===== src/rtl/sgm_path_aggregator_pkg.sv =====
// Shared SGM parameter defaults and helpers used by every SGM stage.
package sgm_path_aggregator_pkg;

    localparam int SGM_DISPARITY_RANGE = 8;
    localparam int SGM_COST_BITS       = 8;
    localparam int SGM_AGG_BITS        = 10;
    localparam int SGM_P1              = 10;
    localparam int SGM_P2              = 120;

    // Index width for n items; never below 1 so a single-entry range still has a port.
    function automatic int sgm_clog2(input int n);
        int r;
        r = 0;
        for (int i = 0; i < 31; i++) begin
            if ((1 << r) < n) begin
                r = r + 1;
            end
        end
        return (r < 1) ? 1 : r;
    endfunction

endpackage


===== src/rtl/sgm_path_aggregator_argmin.sv =====
// Combinational minimum search over a packed vector; ties resolve to the lowest index.
module sgm_path_aggregator_argmin
    import sgm_path_aggregator_pkg::*;
#(
    parameter int WIDTH  = SGM_AGG_BITS,
    parameter int INPUTS = SGM_DISPARITY_RANGE
) (
    input  logic [WIDTH*INPUTS-1:0]         values,
    output logic [WIDTH-1:0]                min_value,
    output logic [sgm_clog2(INPUTS)-1:0]    min_index
);

    localparam int IDX_BITS = sgm_clog2(INPUTS);

    logic [WIDTH-1:0] val [INPUTS];

    for (genvar gi = 0; gi < INPUTS; gi++) begin : g_unpack
        assign val[gi] = values[gi*WIDTH +: WIDTH];
    end

    // Strict less-than keeps the earliest index on equal values.
    always_comb begin
        min_value = val[0];
        min_index = '0;
        for (int i = 1; i < INPUTS; i++) begin
            if (val[i] < min_value) begin
                min_value = val[i];
                min_index = IDX_BITS'(i);
            end
        end
    end

endmodule


===== src/rtl/sgm_path_aggregator.sv =====
// Left-to-right SGM path cost aggregation: register inputs, one-cycle path update, argmin output.
module sgm_path_aggregator
    import sgm_path_aggregator_pkg::*;
#(
    parameter int DISPARITY_RANGE = SGM_DISPARITY_RANGE,
    parameter int COST_BITS       = SGM_COST_BITS,
    parameter int AGG_BITS        = SGM_AGG_BITS,
    parameter int P1              = SGM_P1,
    parameter int P2              = SGM_P2
) (
    input  logic                                  clk,
    input  logic                                  rst,
    input  logic                                  de_in,
    input  logic                                  h_sync_in,
    input  logic                                  v_sync_in,
    input  logic [COST_BITS*DISPARITY_RANGE-1:0]  cost_in,
    output logic                                  de_out,
    output logic                                  h_sync_out,
    output logic                                  v_sync_out,
    output logic [AGG_BITS*DISPARITY_RANGE-1:0]   path_cost_out,
    output logic [sgm_clog2(DISPARITY_RANGE)-1:0] disparity_out
);

    localparam int IDX_BITS = sgm_clog2(DISPARITY_RANGE);
    // Two guard bits hold Lp+P2 without wrap for any P2 below 2^(AGG_BITS+1).
    localparam int SUM_BITS = AGG_BITS + 2;
    localparam logic [SUM_BITS-1:0] P1_EXT  = SUM_BITS'(P1);
    localparam logic [SUM_BITS-1:0] P2_EXT  = SUM_BITS'(P2);
    localparam logic [AGG_BITS-1:0] L_MAX   = '1;
    localparam logic [SUM_BITS-1:0] SAT_MAX = SUM_BITS'(L_MAX);

    // Stage 1
    logic [COST_BITS*DISPARITY_RANGE-1:0] cost_s1_reg;
    logic de_s1_reg, hs_s1_reg, vs_s1_reg;

    // Stage 2 and path state
    logic [AGG_BITS*DISPARITY_RANGE-1:0] lp_reg;
    logic [AGG_BITS-1:0]                 min_lp_reg;
    logic                                first_pix_reg;
    logic [AGG_BITS*DISPARITY_RANGE-1:0] l_s2_reg;
    logic de_s2_reg, hs_s2_reg, vs_s2_reg;

    logic [AGG_BITS*DISPARITY_RANGE-1:0] l_next;
    logic [AGG_BITS-1:0]                 min_next;
    logic [IDX_BITS-1:0]                 lp_idx_unused;
    logic [AGG_BITS-1:0]                 out_min_unused;
    logic [IDX_BITS-1:0]                 disp_s3;

    always_ff @(posedge clk) begin
        if (rst) begin
            cost_s1_reg <= '0;
            de_s1_reg   <= 1'b0;
            hs_s1_reg   <= 1'b0;
            vs_s1_reg   <= 1'b0;
        end else begin
            cost_s1_reg <= cost_in;
            de_s1_reg   <= de_in;
            hs_s1_reg   <= h_sync_in;
            vs_s1_reg   <= v_sync_in;
        end
    end

    for (genvar gi = 0; gi < DISPARITY_RANGE; gi++) begin : g_path
        logic [SUM_BITS-1:0] c_ext, same_ext, left_ext, right_ext, jump_ext;
        logic [SUM_BITS-1:0] best, path_sum, l_full;

        assign c_ext    = SUM_BITS'(cost_s1_reg[gi*COST_BITS +: COST_BITS]);
        assign same_ext = SUM_BITS'(lp_reg[gi*AGG_BITS +: AGG_BITS]);
        assign jump_ext = SUM_BITS'(min_lp_reg) + P2_EXT;

        // Edge disparities drop the missing neighbour by offering an unbeatable candidate.
        if (gi > 0) begin : g_left
            assign left_ext = SUM_BITS'(lp_reg[(gi-1)*AGG_BITS +: AGG_BITS]) + P1_EXT;
        end else begin : g_no_left
            assign left_ext = '1;
        end

        if (gi < DISPARITY_RANGE - 1) begin : g_right
            assign right_ext = SUM_BITS'(lp_reg[(gi+1)*AGG_BITS +: AGG_BITS]) + P1_EXT;
        end else begin : g_no_right
            assign right_ext = '1;
        end

        // Every candidate is >= minLp, so subtracting before adding C cannot underflow.
        always_comb begin
            best = same_ext;
            if (left_ext < best) begin
                best = left_ext;
            end
            if (right_ext < best) begin
                best = right_ext;
            end
            if (jump_ext < best) begin
                best = jump_ext;
            end
            path_sum = c_ext + (best - SUM_BITS'(min_lp_reg));
            l_full   = first_pix_reg ? c_ext : path_sum;
        end

        assign l_next[gi*AGG_BITS +: AGG_BITS] =
            (l_full > SAT_MAX) ? L_MAX : l_full[AGG_BITS-1:0];
    end

    // minLp for the next pixel is taken from the freshly computed L and stored with it.
    sgm_path_aggregator_argmin #(
        .WIDTH  (AGG_BITS),
        .INPUTS (DISPARITY_RANGE)
    ) u_min_lp (
        .values    (l_next),
        .min_value (min_next),
        .min_index (lp_idx_unused)
    );

    always_ff @(posedge clk) begin
        if (rst) begin
            lp_reg        <= '0;
            min_lp_reg    <= '0;
            first_pix_reg <= 1'b1;
            l_s2_reg      <= '0;
            de_s2_reg     <= 1'b0;
            hs_s2_reg     <= 1'b0;
            vs_s2_reg     <= 1'b0;
        end else begin
            de_s2_reg <= de_s1_reg;
            hs_s2_reg <= hs_s1_reg;
            vs_s2_reg <= vs_s1_reg;
            if (de_s1_reg) begin
                lp_reg        <= l_next;
                min_lp_reg    <= min_next;
                first_pix_reg <= 1'b0;
                l_s2_reg      <= l_next;
            end else begin
                first_pix_reg <= 1'b1;
                l_s2_reg      <= '0;
            end
        end
    end

    sgm_path_aggregator_argmin #(
        .WIDTH  (AGG_BITS),
        .INPUTS (DISPARITY_RANGE)
    ) u_out_min (
        .values    (l_s2_reg),
        .min_value (out_min_unused),
        .min_index (disp_s3)
    );

    always_ff @(posedge clk) begin
        if (rst) begin
            de_out        <= 1'b0;
            h_sync_out    <= 1'b0;
            v_sync_out    <= 1'b0;
            path_cost_out <= '0;
            disparity_out <= '0;
        end else begin
            de_out        <= de_s2_reg;
            h_sync_out    <= hs_s2_reg;
            v_sync_out    <= vs_s2_reg;
            path_cost_out <= de_s2_reg ? l_s2_reg : '0;
            disparity_out <= de_s2_reg ? disp_s3 : '0;
        end
    end

endmodule

===== config.mk =====
export PLATFORM = sky130hd
export DESIGN_NAME = sgm_path_aggregator
export DESIGN_NICKNAME = d
export VERILOG_FILES = /design/src/rtl/sgm_path_aggregator_pkg.sv /design/src/rtl/sgm_path_aggregator_argmin.sv /design/src/rtl/sgm_path_aggregator.sv
export SDC_FILE = /design/constraint.sdc
export NUM_CORES = 1
export LEC_CHECK = 0
export CAP_MARGIN = 0
export CORE_MARGIN = 2
export CORE_UTILIZATION = 40
export CTS_CLUSTER_DIAMETER = 150
export DETAILED_ROUTE_END_ITERATION = 6
export HOLD_SLACK_MARGIN = 0.08
export RECOVER_POWER = 100
export SYNTH_ARGS = -nofsm -noshare
export SYNTH_HDL_FRONTEND = slang
export SYNTH_HIERARCHICAL = 1
export SYNTH_SLANG_ARGS = --single-unit

===== constraint.sdc =====
create_clock -name clk -period 22.7 [get_ports clk]
set_input_delay 3.405 -clock clk [delete_from_list [all_inputs] [get_ports clk]]
set_output_delay 3.405 -clock clk [all_outputs]
set_load 0.02 [all_outputs]

== Word level (Yosys, flattened, before mapping) ==
Index checks and enable logic that the tools add are counted.
Word-level totals
  register bits after elaboration: 327
  bits of input ports: 69
  output and inout port bits: 86
Operators by class
  add/subtract/negate cells: 25
  $lt $le $gt $ge: 46
  mux-type cells: 61
  bitwise gates (word level): 2
  reductions and logical operators: 2
Operator list (count)
  $mux 12: 25
  $mux 10: 21
  $lt 12x12->1: 13
  $lt 10x10->1: 14
  $add 8x12->12: 8
  $gt 12x10->1 const B: 8
  $sub 12x10->12: 8
  $add 10x4->11 const B: 8
  $lt 11x10->1: 7
  $mux 11: 7
  $lt 11x12->1: 2
  $lt 12x10->1 const A: 1
  $lt 12x12->1 const A: 1
  $mux 3: 4
  $add 10x7->11 const B: 1
  $mux 2: 2
  $reduce_or 2->1: 2
  $mux 1: 2
  $not 1->1: 2

== Depth between registers and ports, before layout ==
Gate-level depths: netlist (run 1).
  word-level depth: 26
  mapped depth: 125
  gate-level depth less buffers: 114

== By module ==
The synthesis (run 1) kept the hierarchy.
By module, submodules not included
  sgm_path_aggregator: instances 1, cells an instance 3059, area an instance 25607.1 µm²
  sgm_path_aggregator_argmin at u_out_min: instances 1, cells an instance 401, area an instance 3005.4 µm²
  sgm_path_aggregator_argmin at u_min_lp: instances 1, cells an instance 407, area an instance 2884.0 µm²

== Worst setup path before layout (run 1) ==
OpenSTA, ideal clock, no wires.
  kind: register to register
  start: reg lp_reg[4]
  end: reg min_lp_reg[7]
  setup time: 0.128 ns
  arrival time: 22.568 ns
  data required time: 22.572 ns
  path slack: 0.004 ns
  stages on the path, launching flop included: 116
  buffers on the path: 11
  period minus slack after synthesis: 22.696 ns
  path through: dfxtp_1 -> clkbuf_1 -> nand2_1 -> nor4_1 -> xnor2_1 -> ha_1 -> a21o_1 -> a221o_1 -> a21oi_1 -> clkbuf_1 -> a21oi_1 -> ha_1 -> nor4_1 -> nand2_1 -> a211oi_1 -> a211oi_1 -> a311o_1 -> or2_1 -> [80 not listed] -> o21ai_0 -> nor3_1 -> a31oi_1 -> buf_2 -> a31oi_1 -> inv_1 -> ha_1 -> a21o_1 -> a21o_1 -> a21oi_1 -> nor2_1 -> a211oi_1 -> o31a_1 -> a31oi_2 -> buf_4 -> mux2_1 -> mux2i_1 -> nor2_1
Between the ends
  longest elaborated chain between the ends: 26
  elaborated cells between the ends (all ways): 37
  classes of those cells: 5 x add/sub; 15 x order compare; 17 x mux
RTL lines
  start: declaration: line sgm_path_aggregator.sv:37  | logic [AGG_BITS*DISPARITY_RANGE-1:0] lp_reg;
  start signal: assignment: line sgm_path_aggregator.sv:128  | lp_reg <= l_next;
  $add 10x4->11 *: line sgm_path_aggregator.sv:73  | assign left_ext = SUM_BITS'(lp_reg[(gi-1)*AGG_BITS +: AGG_BITS]) + P1_EXT;
  $lt 11x10->1: line sgm_path_aggregator.sv:87  | if (left_ext < best) begin
  $mux 11 *: line sgm_path_aggregator.sv:87
  $lt 12x12->1: line sgm_path_aggregator.sv:90  | if (right_ext < best) begin
  $mux 12 *: line sgm_path_aggregator.sv:90
  $lt 12x12->1: line sgm_path_aggregator.sv:93  | if (jump_ext < best) begin
  $mux 12 *: line sgm_path_aggregator.sv:93
  $sub 12x10->12 *: line sgm_path_aggregator.sv:96  | path_sum = c_ext + (best - SUM_BITS'(min_lp_reg));
  [4 not listed]
  via l_next[14]: line sgm_path_aggregator.sv:43  | logic [AGG_BITS*DISPARITY_RANGE-1:0] l_next;
  [7 not listed]
  $mux 10 *: line sgm_path_aggregator_argmin.sv:26  | if (val[i] < min_value) begin
  $lt 10x10->1: line sgm_path_aggregator_argmin.sv:26
  $mux 10 *: line sgm_path_aggregator_argmin.sv:26
  $lt 10x10->1: line sgm_path_aggregator_argmin.sv:26
  $mux 10 *: line sgm_path_aggregator_argmin.sv:26
  $lt 10x10->1: line sgm_path_aggregator_argmin.sv:26
  $mux 10 *: line sgm_path_aggregator_argmin.sv:26
  via min_next[7]: line sgm_path_aggregator.sv:44  | logic [AGG_BITS-1:0] min_next;
  end signal: assignment: line sgm_path_aggregator.sv:129  | min_lp_reg <= min_next;
  end: declaration: line sgm_path_aggregator.sv:38  | logic [AGG_BITS-1:0] min_lp_reg;
The timed path passes the listed nets; every way through them passes the cells marked *.
A chain may end at the register's enable or synchronous reset.

== Worst setup path after layout (run 1) ==
  start: reg lp_reg[2]
  end: reg min_lp_reg[7]
The elaborated chain is that of the path after synthesis.

==> PnR_summary.wiki, run 1 <==
{| class="wikitable"
! Metric !! Value
|-
| CTS buffer count || 43
|-
| Global-route wire length before repair || 171000 um
|-
| Peak fanout along the critical path || 14
|-
| Worst path max stage delay || 0.48 ns
|-
| Arrival time reported for the critical path endpoint || 22.32 ns
|-
| Post-route antenna net violation count || 0
|-
| Number of standard cells in the final layout excluding fillers || 5134
|-
| Most frequent cells in the layout || 440 x ha_1, 410 x inv_1, 334 x a21oi_1
|-
| Hold path endpoint || hs_s2_reg$_SDFF_PP0_
|-
| Most frequent cell on the critical path || a21o_1
|-
| R2R setup slack || 0.85 ns
|-
| Number of global-route vias before repair || 27347
|-
| Post-CTS Hold Fix Bufs || 0
|-
| Most common cell after layout, fill and taps aside || ha_1
|-
| Cell family contributing the most delay on the critical path || compound AO/OA/AOI/OAI gates
|-
| Num ports || 155
|-
| Critical Setup Path Class || flop to flop
|-
| Slew headroom || -0.810
|-
| Total setup violations reported at the end of the flow || 0
|-
| Maximum number of pins on one net before global-route repair || 91
|-
| Detailed Route WL || 117000 um
|-
| Mapped Avg Cell Area || 8.15 um^2
|-
| Clock Root Buffer || clkbuf_16
|-
| Vias per Instance || 5.72
|-
| Total overflow reported by the global router || 0
|-
| Detailed router's first-iteration violation count || 2714
|-
| FMAX || 45.8 MHz
|-
| Clock latency on the worst-skew pair || 0.61 ns
|-
| Time the worst path needs with I/O delays and setup || 21.85 ns
|-
| Crit path required time || 23.17 ns
|-
| Reg-to-reg endpoint || min_lp_reg[7]$_SDFFE_PP0P_
|-
| Warnings, synthesis || 6
|-
| Syn-to-layout area delta || 16.9%
|-
| Die outline width || 284 um
|-
| Maximum Capacitance Violations || 3
|-
| Hold Violations, Final || 0
|-
| H-tree Lvls || 2
|-
| Count of buffer and inverter cells on the critical path || 15
|-
| Hold/Removal Path Class || flop to flop
|-
| Number of cells produced by synthesis || 3845
|-
| Bufs on Longest Clock Path || 3
|-
| Proportion of layout cells with a drive suffix above 1 || 0.102
|-
| Total number of vias || 29377
|-
| Hold slack final || 0.426 ns
|-
| Summed instance area of the synthesized netlist || 31300 um^2
|-
| FP Rows || 102
|-
| Startpoint of the most critical register-to-register path || lp_reg[2]$_SDFFE_PP0P_
|-
| Die Ht || 284 um
|-
| Outcome || finished, violations left
|-
| TritonCTS clock tree || yes
|-
| Wire length per cell after detailed routing || 22.8 um
|-
| Overall fraction of global-route tracks in use || 0.280
|-
| Period Utilization, post-route || 0.963
|-
| Cell with the biggest individual delay on the critical path || fa_1
|-
| Fillers || 7657
|-
| Worst clock skew || 0.0299 ns
|-
| Initial antenna violation count || 5
|-
| Slew @ Worst Pin || 2.71 ns
|-
| Worst hold path cell count || 1
|-
| Hold path start || hs_s1_reg$_SDFF_PP0_
|-
| Total count of max-transition violations in the final report || 154
|-
| Core area || 77500 um^2
|-
| Placed cell count || 5028
|-
| Number of I/O port buffers || 154
|-
| Initial standard-cell utilization of the core || 0.405
|-
| Number of remaining DRC errors || 0
|-
| Register clock-pin slew on the reported worst setup and hold paths || 0.06 ns
|-
| R2r worst-path depth || 113
|-
| Clock net sink count || 327
|-
| Failing checks || capacitance limit, slew limit
|-
| Post-layout nets || 4634
|-
| HPWL after DPL || 91900 um
|-
| First-pass DRT Iterations || 6
|-
| Die area || 80600 um^2
|-
| Crit path launch type || flop
|-
| Kind of end point of the critical path || flop
|-
| Global placement routability congestion || 0.987
|}
[what timing repair did]
action,4_1_cts,5_1_grt
resized for setup,5,99
pin swaps,2,29
buffers inserted,3,20
endpoints found under the setup margin,10,10
cloned,0,3
[worst max-delay path by stage]
stage                                            end  cells after the start                   start  slack (ns)
after CTS                 min_lp_reg[7]$_SDFFE_PP0P_                    110  lp_reg[6]$_SDFFE_PP0P_        0.07
after floorplan           min_lp_reg[7]$_SDFFE_PP0P_                    115  lp_reg[4]$_SDFFE_PP0P_        0.11
final                     min_lp_reg[7]$_SDFFE_PP0P_                    113  lp_reg[2]$_SDFFE_PP0P_        0.85
after global placement    min_lp_reg[7]$_SDFFE_PP0P_                    108  lp_reg[3]$_SDFFE_PP0P_        0.20
after detailed placement  min_lp_reg[7]$_SDFFE_PP0P_                    109  lp_reg[6]$_SDFFE_PP0P_       -0.27
after global routing      min_lp_reg[5]$_SDFFE_PP0P_                    110  lp_reg[2]$_SDFFE_PP0P_       -0.18
[layer usage]
metal  vias to the layer above  track usage  routed length, um
met5                         -            0                 30
met4                         4        0.106               4860
met3                       259       0.0592              12000
met2                      1350        0.424              49100
met1                     13645        0.387              50900
li1                      14119            -                  -
[stage by stage]
stage | cell area (um^2) | setup TNS (ns) | util | worst slack [ns]
floorplan | 31400 | 0 | - | 0.108
global placement | 34500 | 0 | 0.446 | 0.203
detailed placement | 34500 | -2.13 | 0.446 | -0.269
CTS | 36100 | 0 | 0.466 | 0.0669
global route | 36600 | -1.47 | 0.473 | -0.184
finish | 36600 | 0 | 0.473 | 0.847
[worst reg2reg max path, delay by kind of cell, from the launching register on]
kind                       cells  cell delay (ns)
DFF                            1             0.39
adders and majority gates     13             3.82
buffers and inverters         15             2.12
and+or+nand+nor               18             2.03
xor gates and xnor gates       1             0.30
muxes                          6             1.69
AOI/OAI and AO/OA             60            11.39
[final cells by class]
type | instances | area [um^2] | area share
antenna | 2 | 5.00 | 0.000137
multi-input combinational | 2975 | 23000 | 0.629
timing repair buffer | 298 | 2640 | 0.0721
clock buffer | 54 | 1170 | 0.0319
inverter | 414 | 1550 | 0.0424
sequential | 327 | 6570 | 0.179
clock inverter | 24 | 358 | 0.00977
tap | 1040 | 1300 | 0.0355
Power of run 1 is left out: the tool's default activity adds up to more than one toggle a clock period on the data nets, which glitch-free logic cannot reach.
==> inputs of run 2 (changes only) <==
Settings changed: SETUP_SLACK_MARGIN set to 0.3.
==> run 2 against run 1 <==
Effect of this change: hold slack hardly changed; via count is essentially flat; core utilization rose by 0.20 points; critical path depth shrank 3; final area is 0.43% higher; flip-flop and latch count unchanged; the flow still finishes with violations (capacitance limit, slew limit); first-iteration DRC count shrank 9.5%; worst setup slack improved by 0.050 ns; clock skew down 0.0012 ns; largest cell class unchanged; maximum frequency rose by 0.23%; sequential share of layout area decreased by 0.073 points.
==> PnR_summary.wiki, run 2 (synthesized netlist as in run 1, its figures left out) <==
{| class="wikitable"
! Metric !! Value
|-
| Outcome || finished, violations left
|-
| Failing checks || capacitance limit, slew limit
|-
| Num ports || 155 (unchanged)
|-
| Most frequent cell on the critical path || ha_1
|-
| First-pass DRT Iterations || 5 (-1)
|-
| Proportion of layout cells with a drive suffix above 1 || 0.109 (+0.00690)
|-
| Top routing layer used || met4
|-
| Hold Violations, Final || 0 (unchanged)
|-
| Placed inst area || 34500 um^2 (about the same)
|-
| Initial standard-cell utilization of the core || 0.405 (unchanged)
|-
| Slew headroom || -0.739 (+0.0705)
|-
| Cell family contributing the most delay on the critical path || compound AO/OA/AOI/OAI gates
|-
| Post-route antenna net violation count || 0 (unchanged)
|-
| Fillers || 7619 (-0.50%)
|-
| Post-layout nets || 4636 (+0.043%)
|-
| Hold/Removal Path Class || flop to flop
|-
| Die Ht || 284 um (unchanged)
|-
| Initial antenna violation count || 1 (-4)
|-
| Total overflow reported by the global router || 0 (unchanged)
|-
| Startpoint of the most critical register-to-register path || lp_reg[4]$_SDFFE_PP0P_
|-
| Period Utilization, post-route || 0.960 (-0.00219)
|-
| Number of I/O port buffers || 154 (unchanged)
|-
| Bufs on Longest Clock Path || 3 (unchanged)
|-
| HPWL after DPL || 93200 um (+1.5%)
|-
| FP Rows || 102 (unchanged)
|-
| Core area || 77500 um^2 (unchanged)
|-
| Global placement routability congestion || 0.982 (-0.53%)
|-
| Launching element of the worst setup path || lp_reg[4]$_SDFFE_PP0P_
|-
| Peak fanout along the critical path || 13 (-1)
|-
| Count of buffer and inverter cells on the critical path || 14 (-1)
|-
| Syn-to-layout area delta || 17.4%
|-
| Register clock-pin slew on the reported worst setup and hold paths || 0.06 ns (about the same)
|-
| Crit path required time || 23.10 ns (-0.07 ns)
|-
| Final Worst Setup Slack || 0.897 ns (+0.0497 ns)
|-
| Arrival time reported for the critical path endpoint || 22.20 ns (-0.12 ns)
|-
| Met2 Wirelength || 49400 um (+0.58%)
|-
| CTS buffer count || 43 (unchanged)
|-
| Vias per Instance || 5.72 (about the same)
|-
| Total count of max-transition violations in the final report || 264 (+71%)
|-
| Slew @ Worst Pin || 2.61 ns (-0.106 ns)
|-
| Number of remaining DRC errors || 0 (unchanged)
|-
| Maximum Capacitance Violations || 7 (+4)
|-
| Post-CTS Hold Fix Bufs || 0 (unchanged)
|-
| Clock net sink count || 327 (unchanged)
|-
| Time the worst path needs with I/O delays and setup || 21.80 ns (-0.0497 ns)
|-
| R2r worst-path depth || 110 (-2.7%)
|-
| Clock Root Buffer || clkbuf_16
|-
| Hold path start || hs_s2_reg$_SDFF_PP0_
|-
| Most frequent cells in the layout || 437 x ha_1, 409 x inv_1, 321 x a21oi_1
|-
| Worst hold path cell count || 1 (unchanged)
|-
| Detailed Route WL || 118000 um (+1.0%)
|-
| Detailed router's first-iteration violation count || 2455 (-9.5%)
|-
| Clock latency on the worst-skew pair || 0.60 ns (about the same)
|-
| Post-place setup slack || -0.0541 ns (+0.215 ns)
|-
| Total number of vias || 29351 (-0.089%)
|-
| Met3 routed wirelength || 11700 um (-1.9%)
|-
| Die area || 80600 um^2 (unchanged)
|-
| H-tree Lvls || 2 (unchanged)
|-
| Wire length on met1 || 51600 um (+1.4%)
|-
| Crit path launch type || flop
|-
| Die outline width || 284 um (unchanged)
|-
| FMAX || 45.9 MHz (+0.23%)
|-
| TritonCTS clock tree || yes
|-
| Post-Layout Inst Area || 36800 um^2 (+0.43%)
|-
| Kind of end point of the critical path || flop
|-
| Worst clock skew || 0.0287 ns (-0.00123 ns)
|-
| Maximum number of pins on one net before global-route repair || 85 (-6.6%)
|-
| Critical Setup Path Class || flop to flop
|-
| Most common cell after layout, fill and taps aside || ha_1
|-
| Overall fraction of global-route tracks in use || 0.281 (+0.00139)
|-
| WP depth || 110 (-2.7%)
|-
| Cell with the biggest individual delay on the critical path || fa_1
|-
| Total setup violations reported at the end of the flow || 0 (unchanged)
|-
| Wire length per cell after detailed routing || 23.0 um (+1.1%)
|-
| Worst path max stage delay || 0.48 ns (about the same)
|-
| Number of global-route vias before repair || 27466 (+0.44%)
|-
| Global-route wire length before repair || 172000 um (+0.44%)
|-
| R2R setup slack || 0.90 ns (+0.05 ns)
|}
-- run 2: cell types whose count changed in the layout (fill, tap and decap cells not counted), sizes merged, moves of 3 or more --
cell and delta:
bufinv -3, clkbuf +7, clkdlybuf4s50 -6, clkinvlp -5
dlygate4sd3 +6
-- run 2: worst reg2reg max path, delay by kind of cell, from the launching register on --
family / cells / cell delay, ns
adder cells (fa/ha/maj): 12 / 3.62
flip-flops: 1 / 0.37
XOR/XNOR: 1 / 0.28
AND/OR/NAND/NOR: 19 / 2.35
AO/OA/AOI/OAI: 59 / 11.67
multiplexers: 5 / 1.29
buffers and inverters: 14 / 2.02
-- run 2: per-stage QoR --
step                setup TNS, ns  hold slack [ns]  std cells  utilization
floorplan                       0            0.414       3852            -
global placement                0            0.418       5027        0.446
detailed placement         -0.229            0.432       5027        0.446
CTS                             0            0.435       5101        0.465
global route                -1.82            0.454       5130        0.475
finish                          0            0.426       5131        0.475
-- run 2: path summary, 6_finish.rpt --
path	end
hold reg to reg	h_sync_out$_SDFF_PP0_
setup reg to reg	min_lp_reg[5]$_SDFFE_PP0P_
setup / recovery	min_lp_reg[5]$_SDFFE_PP0P_
hold / removal	h_sync_out$_SDFF_PP0_
-- run 2: final cells by class --
| type | instances | area, um^2 | area share |
|---|---|---|---|
| Clock inverter | 16 | 216 | 0.00588 |
| Clock buffer | 58 | 1210 | 0.0330 |
| Inverter | 414 | 1550 | 0.0422 |
| Multi-Input combinational cell | 2975 | 23300 | 0.633 |
| Tap cell | 1040 | 1300 | 0.0354 |
| Antenna cell | 1 | 2.50 | 0.0000680 |
| Sequential cell | 327 | 6570 | 0.178 |
| Timing Repair Buffer | 300 | 2640 | 0.0717 |
-- run 2: routing by layer --
metal	global-route usage	vias up
met5	0	-
met4	0.114	0
met3	0.0695	221
met2	0.425	1222
met1	0.381	13791
li1	-	14117
-- run 2: timing repair --
item | CTS | global route
setup endpoints to repair | 10 | 10
resized for setup | 11 | 152
pin swaps | 1 | 45
setup buffers | 0 | 26
endpoints found under the hold margin | 0 | 0
gates cloned | 0 | 3
Power of run 2 is left out for the same reason.
